==> config.mk <==
export PLATFORM = sky130hd
export DESIGN_NAME = alu_arbiter
export DESIGN_NICKNAME = d
export VERILOG_FILES = /design/src/rtl/alu_arbiter.sv
export SDC_FILE = /design/constraint.sdc
export NUM_CORES = 1
export LEC_CHECK = 0
export CORE_MARGIN = 2
export CORE_UTILIZATION = 30
export DETAILED_ROUTE_END_ITERATION = 8
export PLACE_DENSITY = 0.77
export SYNTH_ARGS = -nofsm -noshare
export SYNTH_HDL_FRONTEND = slang
export SYNTH_SLANG_ARGS = --single-unit
==> constraint.sdc <==
create_clock -name clk_i -period 3.1 [get_ports clk_i]
set_input_delay 0.62 -clock clk_i [delete_from_list [all_inputs] [get_ports clk_i]]
set_output_delay 0.62 -clock clk_i [all_outputs]
set_load 0.005 [all_outputs]
==> src/rtl/alu_arbiter.sv <==
// alu_arbiter: round-robin arbiter sharing one combinational alu between NREQ requesters
//   clk_i, rst_i           clock, synchronous active-high reset
//   req_valid_i/req_ready_o per-requester handshake; req_a_i/req_b_i packed k*N, req_op_i packed k*3
//   alu_a_o/alu_b_o/alu_opcode_o, alu_result_i/alu_flags_i  drive to and result from the alu
//   rsp_valid_o/rsp_ready_i, rsp_id_o/rsp_result_o/rsp_flags_o  registered, id-tagged response
//   ALU_ARB_FIXED_PRIO_EN  when defined: fixed priority (lowest index wins), no rotating pointer
module alu_arbiter #(
  parameter int N = 4,
  parameter int NREQ = 4,
  localparam int IDW = $clog2(NREQ)
) (
  input  logic              clk_i,
  input  logic              rst_i,
  input  logic [NREQ-1:0]   req_valid_i,
  output logic [NREQ-1:0]   req_ready_o,
  input  logic [NREQ*N-1:0] req_a_i,
  input  logic [NREQ*N-1:0] req_b_i,
  input  logic [NREQ*3-1:0] req_op_i,
  output logic [N-1:0]      alu_a_o,
  output logic [N-1:0]      alu_b_o,
  output logic [2:0]        alu_opcode_o,
  input  logic [N-1:0]      alu_result_i,
  input  logic [1:0]        alu_flags_i,
  output logic              rsp_valid_o,
  input  logic              rsp_ready_i,
  output logic [IDW-1:0]    rsp_id_o,
  output logic [N-1:0]      rsp_result_o,
  output logic [1:0]        rsp_flags_o
);
  logic issue_en, hit, grant;
  logic [IDW-1:0] win;
  logic rsp_valid_q, rsp_valid_d;
  logic [IDW-1:0] rsp_id_q, rsp_id_d;
  logic [N-1:0] rsp_result_q, rsp_result_d;
  logic [1:0] rsp_flags_q, rsp_flags_d;
`ifndef ALU_ARB_FIXED_PRIO_EN
  localparam logic [IDW:0] nreq_w = (IDW+1)'(NREQ);
  logic [IDW-1:0] ptr_q, ptr_d, idx;
  logic [IDW:0] ofs;
`endif
  // Scanning from the far end down means the last hit is the first in search order.
  always_comb begin
    hit = 1'b0;
    win = '0;
`ifdef ALU_ARB_FIXED_PRIO_EN
    for (int i = NREQ-1; i >= 0; i--) begin
      if (req_valid_i[i]) begin
        hit = 1'b1;
        win = IDW'(i);
      end
    end
`else
    ofs = '0;
    idx = '0;
    for (int i = NREQ-1; i >= 0; i--) begin
      ofs = {1'b0, ptr_q} + (IDW+1)'(i);
      idx = IDW'(ofs >= nreq_w ? ofs - nreq_w : ofs);
      if (req_valid_i[idx]) begin
        hit = 1'b1;
        win = idx;
      end
    end
`endif
  end
  assign issue_en     = !rsp_valid_q || rsp_ready_i;
  assign grant        = hit && issue_en && !rst_i;
  assign req_ready_o  = grant ? NREQ'(1) << win : '0;
  assign alu_a_o      = grant ? req_a_i[win*N +: N] : '0;
  assign alu_b_o      = grant ? req_b_i[win*N +: N] : '0;
  assign alu_opcode_o = grant ? req_op_i[win*3 +: 3] : '0;
  always_comb begin
    rsp_valid_d  = grant ? 1'b1 : (rsp_ready_i ? 1'b0 : rsp_valid_q);
    rsp_id_d     = grant ? win : rsp_id_q;
    rsp_result_d = grant ? alu_result_i : rsp_result_q;
    rsp_flags_d  = grant ? alu_flags_i : rsp_flags_q;
`ifndef ALU_ARB_FIXED_PRIO_EN
    ptr_d        = grant ? (win == IDW'(NREQ-1) ? '0 : win + 1'b1) : ptr_q;
`endif
  end
  always_ff @(posedge clk_i) begin
    if (rst_i) begin
      rsp_valid_q  <= 1'b0;
      rsp_id_q     <= '0;
      rsp_result_q <= '0;
      rsp_flags_q  <= '0;
`ifndef ALU_ARB_FIXED_PRIO_EN
      ptr_q        <= '0;
`endif
    end else begin
      rsp_valid_q  <= rsp_valid_d;
      rsp_id_q     <= rsp_id_d;
      rsp_result_q <= rsp_result_d;
      rsp_flags_q  <= rsp_flags_d;
`ifndef ALU_ARB_FIXED_PRIO_EN
      ptr_q        <= ptr_d;
`endif
    end
  end
  assign rsp_valid_o  = rsp_valid_q;
  assign rsp_id_o     = rsp_id_q;
  assign rsp_result_o = rsp_result_q;
  assign rsp_flags_o  = rsp_flags_q;
endmodule

==> impl_results.md <==
* Clock Sink Count at 11
* Reg area at 220.2 um2
* First-pass GRT wire length at 4940 um
* Hold Buf Count CTS at 0
* EDFF count, synth at 0
* Final Max Slew Viols at 0
* Vias/cell at 4.903
* Final Instance Area at roughly 0.0019 mm2
* Starting Density at 0.3083
* Total track usage at 0.1845
* Pin count of the biggest net entering global routing at 19
* Leading area contributor after synthesis: mux2i_1
* R2R depth at 7
* Post-synth top flop: dfxtp_1
* Initial antenna violation count at 0
* Worst Min Path Start: rsp_id_o[1]
* Routed Antenna Nets at 0
* Multi-input gate area at 645.6 um2
* Yosys Warn Count at 0
* Top post-synthesis cells by area: mux2i_1 (26%), dfxtp_1 (24%), o22ai_1 (7.4%), nand2b_1 (6.8%), ha_1 (5.4%)
* Share of flip-flops with an asynchronous set or reset at 0
* Hold Crit Class: register to register
* Worst Hold Endpoint: rsp_id_o[1]
* Vias in the first global route at ~1100
* CTS H-Tree Depth at 1
* Grt total ovfl at 0
* Routed WL per cell at around 14 um
* DRT Wirelength at 3165 um
* Top cell type's share of synthesized area at 0.2595
* Crit share post-route at 0.9612
* Syn-to-layout area delta at 103.9%
* Hold slack at approximately 0.48 ns
* Fmax at 335.6 MHz
* Slew of the pin with the lowest slew margin at 0.3968 ns
* Cell count after synthesis at 107
* Vias at 1113
* Worst skew pair latency at 0.27 ns
* Final setup vio count at 0
* Status: complete, no violations
* Post-route core utilization at 0.6288
* Number of synthesized register bits at 11
* Slew HR at 0.7333
* Register area share after synthesis at 0.2378
* Max Cap Viol at 0
* Cell area power density at 343.0 mW/mm2
* Num ports at 81
* Row count at 20
* R2R Setup Slk at roughly 1.5 ns
* Crit end category: output port
* Clk_skew at ~0.0043 ns
* Netlist Area Pre-Place at 925.9 um2
* Switching Power at between 200 and 250 uW
* Post-synth top cells: mux2i_1 (24), dfxtp_1 (11), o22ai_1 (11)
* Setup TNS at 0 ns
* Final Hold Viols at 0
* Filler cell count at 254
* Peak supply drop at 0.2700 mV
* Buffers on Ports at 80
* ANT cells at 0
* Core area at 0.003003 mm2
* GR Util met2 at 0.3328
* Most common cell in the netlist: mux2i_1
* Worst Hold Depth at 2
* DRC at 0
* Max FO, Critical Path at 13
* Placed Area at 0.001785 mm2
* Clk pwr share at 0.152
* Share of power burned in registers at 0.265
* Critical setup path kind: input pin to output port
* Routability cong. at around 0.72
* CTS root buffer: clkbuf_4
* Syn avg cell area at 8.653 um2
* Full die area at 0.003547 mm2
* Min Tclk post-route at 2.980 ns
* Clock buffer depth at 2
* Unrepaired setup endpoints after global routing: false
* Critical Path RT at 2.48 ns
* Pint at 444.1 uW
* Distinct cells, synth at 25
* Sw Share at 0.3143
* Die Height at 59.56 um
* DP HPWL at 2510 um
* Layout cell share with drive strength beyond 1 at 0.1082
* Crit Reg-Reg Startpoint: ptr_q[1]
* Final WS setup at 0.1204 ns
* LEAKAGE at 0.0009224 uW
* Startpoint types: input pin
* Total iterations of the first detailed-routing run at 4
* Critical Path AT at about 2.4 ns
* Pre-CTS setup slack at -0.1712 ns
* Grt peak-use layer: met2
* Die W at 59.56 um
* Reg-to-Reg End: ptr_q[1]
* Comb pwr share at 0.584
* DRT iter0 DRCs at 27
* Net Count, Synth at 168
* Reg clk slew, reported paths at approximately 0.060 ns
* Nets at 256
* Met3 GRT Util at 0.03712
* CTS buffer count at 3
* Grt met1 use at 0.2118
* TritonCTS clock tree: built
## flip-flops by register name, indices dropped and copies added, names as in the netlist
name          flops
rsp_flags_o       2
rsp_id_o          2
rsp_valid_o       1
rsp_result_o      4
ptr_q             2
## power groups by stage
stage | clock network (uW) | registers, uW | logic [uW]
finish | 98.1 | 171 | 378
global route | 112 | 174 | 409
CTS | 103 | 171 | 386
detailed placement | 0 | 174 | 360
global placement | 0 | 173 | 351
floorplan | 0 | 173 | 184
## per-layer routing
metal	vias to the layer above	part of all wire
li1	557	-
met1	513	0.40
met2	41	0.54
met3	2	0.052
met4	0	0.0085
met5	-	0
## logic make-up after synthesis
kind of cell | Yosys count | synth area share
compound gates | 26 | 0.1689
mux | 24 | 0.2595
fa+ha+maj | 4 | 0.05406
buf+inv | 11 | 0.08648
flops | 11 | 0.2378
simple gates | 31 | 0.1932
## worst max-delay path by stage
stage	startpoint	end	cells after the start
2_1_floorplan	req_valid_i[2]	req_ready_o[0]	8
4_1_cts	rsp_ready_i	alu_opcode_o[2]	7
6_report	req_valid_i[2]	req_ready_o[1]	9
5_1_grt	req_valid_i[0]	req_ready_o[1]	9
3_5_place_dp	req_valid_i[0]	req_ready_o[0]	9
3_3_place_gp	req_valid_i[0]	req_ready_o[0]	9
## stage by stage
step,total power (uW),std cells
6_report,647.6,227
3_3_place_gp,524.2,221
3_5_place_dp,534.1,221
5_1_grt,694.3,227
2_1_floorplan,357.1,107
4_1_cts,660.0,227
## layout make-up
class                   instances  share of cell area
clock buffers                   4             0.01392
well taps                      33             0.02187
inverters                       3            0.005964
multi-input cells              85              0.3419
repair buffers                 91              0.4997
flip-flops and latches         11              0.1166
## placed cells by master (no fill, tap or decap), types with 4 or more instances in the layout
| cell type | n |
|---|---|
| mux2i_1 | 24 |
| clkdlybuf4s50_1 | 65 |
| ha_1 | 4 |
| and2_1 | 4 |
| nand2_1 | 10 |
| dlymetal6s2s_1 | 11 |
| o21ai_0 | 7 |
| dfxtp_1 | 11 |
| buf_4 | 8 |
| o22ai_1 | 11 |
| nand2b_1 | 10 |
## repair_timing
item                       CTS  global route
cloned                       1             0
gates resized for setup      7            14
pin swaps                    2             0
buffers inserted             1             0
setup endpoints to repair   15            12
## critical path, stage by stage
cell	delay [ns]
dlygate4sd2_1	0.27
nand2b_1	0.11
a21oi_2	0.08
nor3_4	0.24
buf_6	0.15
buf_16	0.14
ha_1	0.14
and2_1	0.10
clkdlybuf4s50_1	0.50
(Power assumes the default switching activity.)
